--- src/rtl/fir_requant_gain.sv ---
// Requantiser and per-band gain stage: rounds the FIR result to OW bits, applies a Q4.12 gain
// with saturation, counts saturated samples. Optional envelope tracker enabled by ENVELOPE_EN.
module fir_requant_gain #(
    parameter int IW      = 32,
    parameter int OW      = 16,
    parameter int SHIFT   = 15,
    parameter int GF      = 12,
    parameter int ENV_ATK = 2,
    parameter int ENV_REL = 6
) (
    input  logic          i_clk,
    input  logic          i_reset_n,
    input  logic          i_valid,
    input  logic [IW-1:0] i_result,
    input  logic [15:0]   i_gain,
    input  logic          i_clr_sat,
    output logic          o_valid,
    output logic [OW-1:0] o_sample,
    output logic          o_sat,
    output logic [15:0]   o_sat_count,
    output logic [OW-1:0] o_env
);

    localparam int RW = IW + 1 - SHIFT;
    localparam int PW = OW + 17;
    localparam int QW = PW - GF;
    localparam logic [IW:0]   RND1 = (IW+1)'(1) << (SHIFT - 1);
    localparam logic [PW-1:0] RND2 = PW'(1) << (GF - 1);
    localparam logic [OW-1:0] MAXV = {1'b0, {(OW-1){1'b1}}};
    localparam logic [OW-1:0] MINV = {1'b1, {(OW-1){1'b0}}};

    logic          r_v1, r_v2, r_sat1;
    logic [RW-1:0] r_r1;
    logic [OW-1:0] r_s2;
    logic [15:0]   r_gain1, r_gain2;
    logic          r_valid, r_sat;
    logic [OW-1:0] r_sample;
    logic [15:0]   r_cnt;

    logic [IW:0]      w_rnd;
    logic [RW-1:0]    w_r1;
    logic [RW-OW:0]   w_hi1;
    logic             w_ovf1;
    logic [OW-1:0]    w_s2;
    logic [PW-1:0]    w_s2x, w_gx, w_p, w_pr;
    logic [QW-1:0]    w_qf;
    logic [QW-OW:0]   w_hi2;
    logic             w_ovf2;
    logic [OW-1:0]    w_q;
    logic             w_sat;

    // Sign-extend one bit before adding the rounding constant so it cannot wrap.
    assign w_rnd  = {i_result[IW-1], i_result} + RND1;
    assign w_r1   = w_rnd[IW:SHIFT];

    // A value fits OW bits exactly when all bits from the OW-1 sign position upward agree.
    assign w_hi1  = r_r1[RW-1:OW-1];
    assign w_ovf1 = !((&w_hi1) || (~|w_hi1));
    assign w_s2   = w_ovf1 ? (r_r1[RW-1] ? MINV : MAXV) : r_r1[OW-1:0];

    assign w_s2x  = {{(PW-OW){r_s2[OW-1]}}, r_s2};
    assign w_gx   = {(PW-16)'(0), r_gain2};
    assign w_p    = w_s2x * w_gx;
    assign w_pr   = w_p + RND2;
    assign w_qf   = w_pr[PW-1:GF];
    assign w_hi2  = w_qf[QW-1:OW-1];
    assign w_ovf2 = !((&w_hi2) || (~|w_hi2));
    assign w_q    = w_ovf2 ? (w_qf[QW-1] ? MINV : MAXV) : w_qf[OW-1:0];
    assign w_sat  = r_sat1 | w_ovf2;

    always_ff @(posedge i_clk or negedge i_reset_n) begin
        if (!i_reset_n) begin
            r_v1     <= 1'b0;
            r_r1     <= '0;
            r_gain1  <= '0;
            r_v2     <= 1'b0;
            r_s2     <= '0;
            r_sat1   <= 1'b0;
            r_gain2  <= '0;
            r_valid  <= 1'b0;
            r_sample <= '0;
            r_sat    <= 1'b0;
            r_cnt    <= '0;
        end else begin
            r_v1    <= i_valid;
            r_r1    <= w_r1;
            r_gain1 <= i_gain;
            r_v2    <= r_v1;
            r_s2    <= w_s2;
            r_sat1  <= w_ovf1;
            r_gain2 <= r_gain1;
            r_valid <= r_v2;
            if (r_v2) begin
                r_sample <= w_q;
                r_sat    <= w_sat;
            end
            // Clear has priority over a simultaneous saturated sample.
            if (i_clr_sat)
                r_cnt <= '0;
            else if (r_v2 && w_sat && (r_cnt != 16'hFFFF))
                r_cnt <= r_cnt + 16'd1;
        end
    end

`ifdef ENVELOPE_EN
    logic [OW-1:0] r_env;
    logic [OW-1:0] w_abs;

    // |MINV| has no positive OW-bit representation, so it maps to MAXV.
    assign w_abs = (w_q == MINV) ? MAXV : (w_q[OW-1] ? (~w_q + OW'(1)) : w_q);

    always_ff @(posedge i_clk or negedge i_reset_n) begin
        if (!i_reset_n)
            r_env <= '0;
        else if (r_v2) begin
            if (w_abs > r_env)
                r_env <= r_env + ((w_abs - r_env) >> ENV_ATK);
            else
                r_env <= r_env - ((r_env - w_abs) >> ENV_REL);
        end
    end

    assign o_env = r_env;
`else
    assign o_env = '0;
`endif

    assign o_valid     = r_valid;
    assign o_sample    = r_sample;
    assign o_sat       = r_sat;
    assign o_sat_count = r_cnt;

endmodule

--- config.mk ---
export PLATFORM = sky130hd
export DESIGN_NAME = fir_requant_gain
export DESIGN_NICKNAME = d
export VERILOG_FILES = /design/src/rtl/fir_requant_gain.sv
export SDC_FILE = /design/constraint.sdc
export NUM_CORES = 1
export LEC_CHECK = 0
export CORE_MARGIN = 2
export CORE_UTILIZATION = 25
export CTS_CLUSTER_SIZE = 14
export DETAILED_ROUTE_END_ITERATION = 16
export MAX_ROUTING_LAYER = met4
export SLEW_MARGIN = 10
export SYNTH_ARGS = -nofsm -noshare
export SYNTH_HDL_FRONTEND = slang
export SYNTH_SLANG_ARGS = --single-unit
--- constraint.sdc ---
create_clock -name i_clk -period 10.4 [get_ports i_clk]
set_input_delay 2.08 -clock i_clk [delete_from_list [all_inputs] [get_ports i_clk]]
set_output_delay 2.08 -clock i_clk [all_outputs]
set_load 0.05 [all_outputs]
==> impl_metrics.tcl <==
set metrics [dict create \
    worstSetupEndpoint "o_sample[7]$_DFFE_PN0P_" \
    grt_overflow 0 \
    critical_setup_path_kind "reg -> reg" \
    synth.cell_area_um2 13100 \
    syn_avg_cell_area_um2 9.08 \
    worst_path_largest_cell_delay_ps 760 \
    crit_path_cell_trace "clkinv_1, nor2_1, fa_1, fa_1, fa_1, fa_1, fa_1, inv_1, fa_1, inv_1, ha_1, a21oi_2, nor3_1, o21a_1, or4_1, a21o_1, a31oi_1, nand2_1, nor3_1, nor2_1, nor2_1, a21oi_1" \
    r2r_start "r_s2[15]$_DFF_PN0_" \
    post_cts_resized 0 \
    report.final.setup_viol 0 \
    outcome "completed" \
    skew_pair_late_insertion_delay_ps 390 \
    vias 9534 \
    core_area_um2 51600 \
    tightest_pin_transition_ps 1000 \
    seqCellArea_um2 2580 \
    die-area_um2 54300 \
    die_width_um 233 \
    grt_pass1_wl_um 50800 \
    ys_async_sr_fraction 1.00 \
    hold_class "reg -> reg" \
    root_buffer "clkbuf_16" \
    cts_hold_repair.buffers 0 \
    antenna_found_initial 0 \
    min_period_ps 7670 \
    detail_route.wl_per_cell_um 14.2 \
    synth-seq-cells 103 \
    fmax_mhz 130 \
    cts_buffers 9 \
    rsz0062_at_grt "no" \
    start_kind "flip-flop" \
    placedCellCount 2141 \
    worstPathArrival_ps 7890 \
    dr.pass1.iters 7 \
    ys_dominant_reg_cell "dfrtp_1" \
    skew_ps 9.17 \
    crit_required_ps 10620 \
    regToRegEndpoint "o_sample[7]$_DFFE_PN0P_" \
    final_max_slew_viol_count 0 \
    total_half_perimeter_wirelength_after_legalization_and_detailed_placement_um 24000 \
    timing.max_cap.violations 0 \
    clock_sinks 103 \
    largest_fanout_on_the_critical_path 15 \
    remaining_drc_errors 0 \
    relSlewSlack 0.329 \
    most_frequent_standard_cell_in_the_layout_excluding_fill_and_tap_cells "inv_1" \
    fill_cells 5422 \
    number_of_global_route_vias_before_repair 9899 \
    hold_viol 0 \
    area_of_all_placed_cells_without_fillers_um2 14700 \
    synth-seq-area-share 0.196 \
    synth_enable_flop_cells 0 \
    antenna_cells_inserted 0 \
    initial_utilization 0.254 \
    syn-instance-count 1445 \
    route.detailed.vias_per_inst 4.42 \
    io_buffers 71 \
    share_of_cells_above_drive_strength_1 0.0298 \
    final_tns_setup_ps 0 \
    clk_path_buf_depth 2 \
    routed_wirelength_um 30700 \
    multi_input_comb_area_um2 9290 \
    global_route.usage.total 0.122 \
    pin_count_of_the_biggest_net_entering_global_routing 59 \
    cts_setup_buffers 0 \
    r2r.worst_path.cells 22 \
    endpoint_kind "flip-flop" \
    gp_congestion 0.836 \
    nNetsFinal 1837 \
    drtAntennaViolNets 0 \
    dpl_cell_area_um2 14400 \
    crit_path_top_delay_cell "nor2_1" \
    violation_count_after_the_first_detailed_route_iteration 499 \
    core_rows 83 \
    critical-path-top-cell-by-count "fa_1" \
    floorplan.die.height_um 233 \
    path_clk_slew_ps 80 \
    fin_crit_sh 0.737 \
    layout_common_cells "inv_1, nand2_1, fa_1" \
    boundaryPins 102 \
    crit_path_start "r_s2[15]$_DFF_PN0_" \
    synth.lib_cells_used.distinct 67 \
    non_filler_cells_in_the_finished_layout 2157 \
    syn2layout_area_growth_pct 12.0 \
    ys.warnings.count 0 \
    rrSetupSlack_ps 2730 \
    tritoncts "built" \
    htree_num_levels 3 \
]
## worst min-delay path by stage
stage,from,cells past startpoint,endpoint,slack [ps]
5_1_grt,r_gain1[7]$_DFF_PN0_,0,r_gain2[7]$_DFF_PN0_,360
3_3_place_gp,r_v1$_DFF_PN0_,0,r_v2$_DFF_PN0_,330
2_1_floorplan,r_gain1[0]$_DFF_PN0_,0,r_gain2[0]$_DFF_PN0_,330
4_1_cts,r_v1$_DFF_PN0_,0,r_v2$_DFF_PN0_,350
3_5_place_dp,r_gain1[9]$_DFF_PN0_,0,r_gain2[9]$_DFF_PN0_,330
6_report,r_gain1[3]$_DFF_PN0_,0,r_gain2[3]$_DFF_PN0_,350
## final cells by class
type	count	area share
tap	680	0.0579
clock inverter	7	0.00511
clock buffer	9	0.0153
timing repair buffer	73	0.0492
inverter	256	0.0654
multi-input combinational	1029	0.632
sequential	103	0.175
## kinds of logic (layout without fill, tap and decap cells)
group,after synthesis,in the layout,share of synthesized area
simple gates,518,518,0.191
compound gates,130,130,0.0650
buf+inv,328,345,0.100
fa+ha+maj,313,313,0.409
flops,103,103,0.196
mux,13,13,0.0113
other cells,1,16,0.000286
xor+xnor,39,39,0.0266
## synthesized netlist by cell type, types with 3 or more instances
| master | count | area, um^2 |
|---|---|---|
| nand2b_1 | 8 | 50.1 |
| mux2_1 | 5 | 56.3 |
| clkbuf_1 | 48 | 180 |
| dfrtp_1 | 103 | 2580 |
| o21ai_1 | 3 | 15.0 |
| buf_2 | 5 | 25.0 |
| nor2b_1 | 14 | 87.6 |
| a211oi_1 | 3 | 22.5 |
| nor3_1 | 10 | 50.1 |
| xor2_1 | 11 | 96.3 |
| nand3_1 | 17 | 85.1 |
| a21oi_2 | 4 | 35.0 |
| and2_1 | 117 | 732 |
| a31oi_1 | 8 | 50.1 |
| nor2_1 | 106 | 398 |
| inv_1 | 255 | 957 |
| fa_1 | 194 | 3880 |
| a21o_1 | 11 | 82.6 |
| ha_1 | 119 | 1490 |
| xnor2_1 | 27 | 236 |
| nand2_1 | 197 | 739 |
| buf_4 | 16 | 120 |
| mux2_2 | 6 | 67.6 |
| or3_1 | 3 | 18.8 |
| nand4_1 | 14 | 87.6 |
| a21oi_1 | 59 | 295 |
| o21ai_0 | 13 | 65.1 |
| and4_1 | 5 | 43.8 |
| and3_1 | 16 | 100 |
## state kept, by name (all words and copies together), names as in the netlist
| name | cells |
|---|---|
| r_v2 | 1 |
| o_sat | 1 |
| o_sample | 16 |
| r_v1 | 1 |
| o_sat_count | 16 |
| r_sat1 | 1 |
| r_gain1 | 16 |
| r_gain2 | 16 |
| r_r1 | 18 |
| r_s2 | 16 |
| o_valid | 1 |
## critical path: cells and delay by family, from the launching register on
kind | cells | cell delay (ps)
adder cells (fa/ha/maj) | 7 | 3390
AND/OR/NAND/NOR | 7 | 1910
AO/OA/AOI/OAI | 5 | 960
flip-flops | 1 | 640
buffers and inverters | 3 | 600
## per-stage QoR
stage                     hold WS [ps]  setup WS (ps)  utilization
after floorplan                    331           3670            -
after global placement             333           2830        0.279
final                              351           2730        0.285
after global routing               360           2280        0.285
after CTS                          352           2720        0.285
after detailed placement           335           2810        0.279
## routing by layer
metal / share of wire / global-route usage / vias to the layer above
met5: 0 / - / -
met4: 0.020 / 0.0402 / 0
met3: 0.032 / 0.0160 / 33
met2: 0.50 / 0.205 / 167
met1: 0.44 / 0.151 / 4866
li1: - / - / 4468
Power is left out: the tool's default activity adds up to more than one toggle a clock period on the data nets, which glitch-free logic cannot reach.
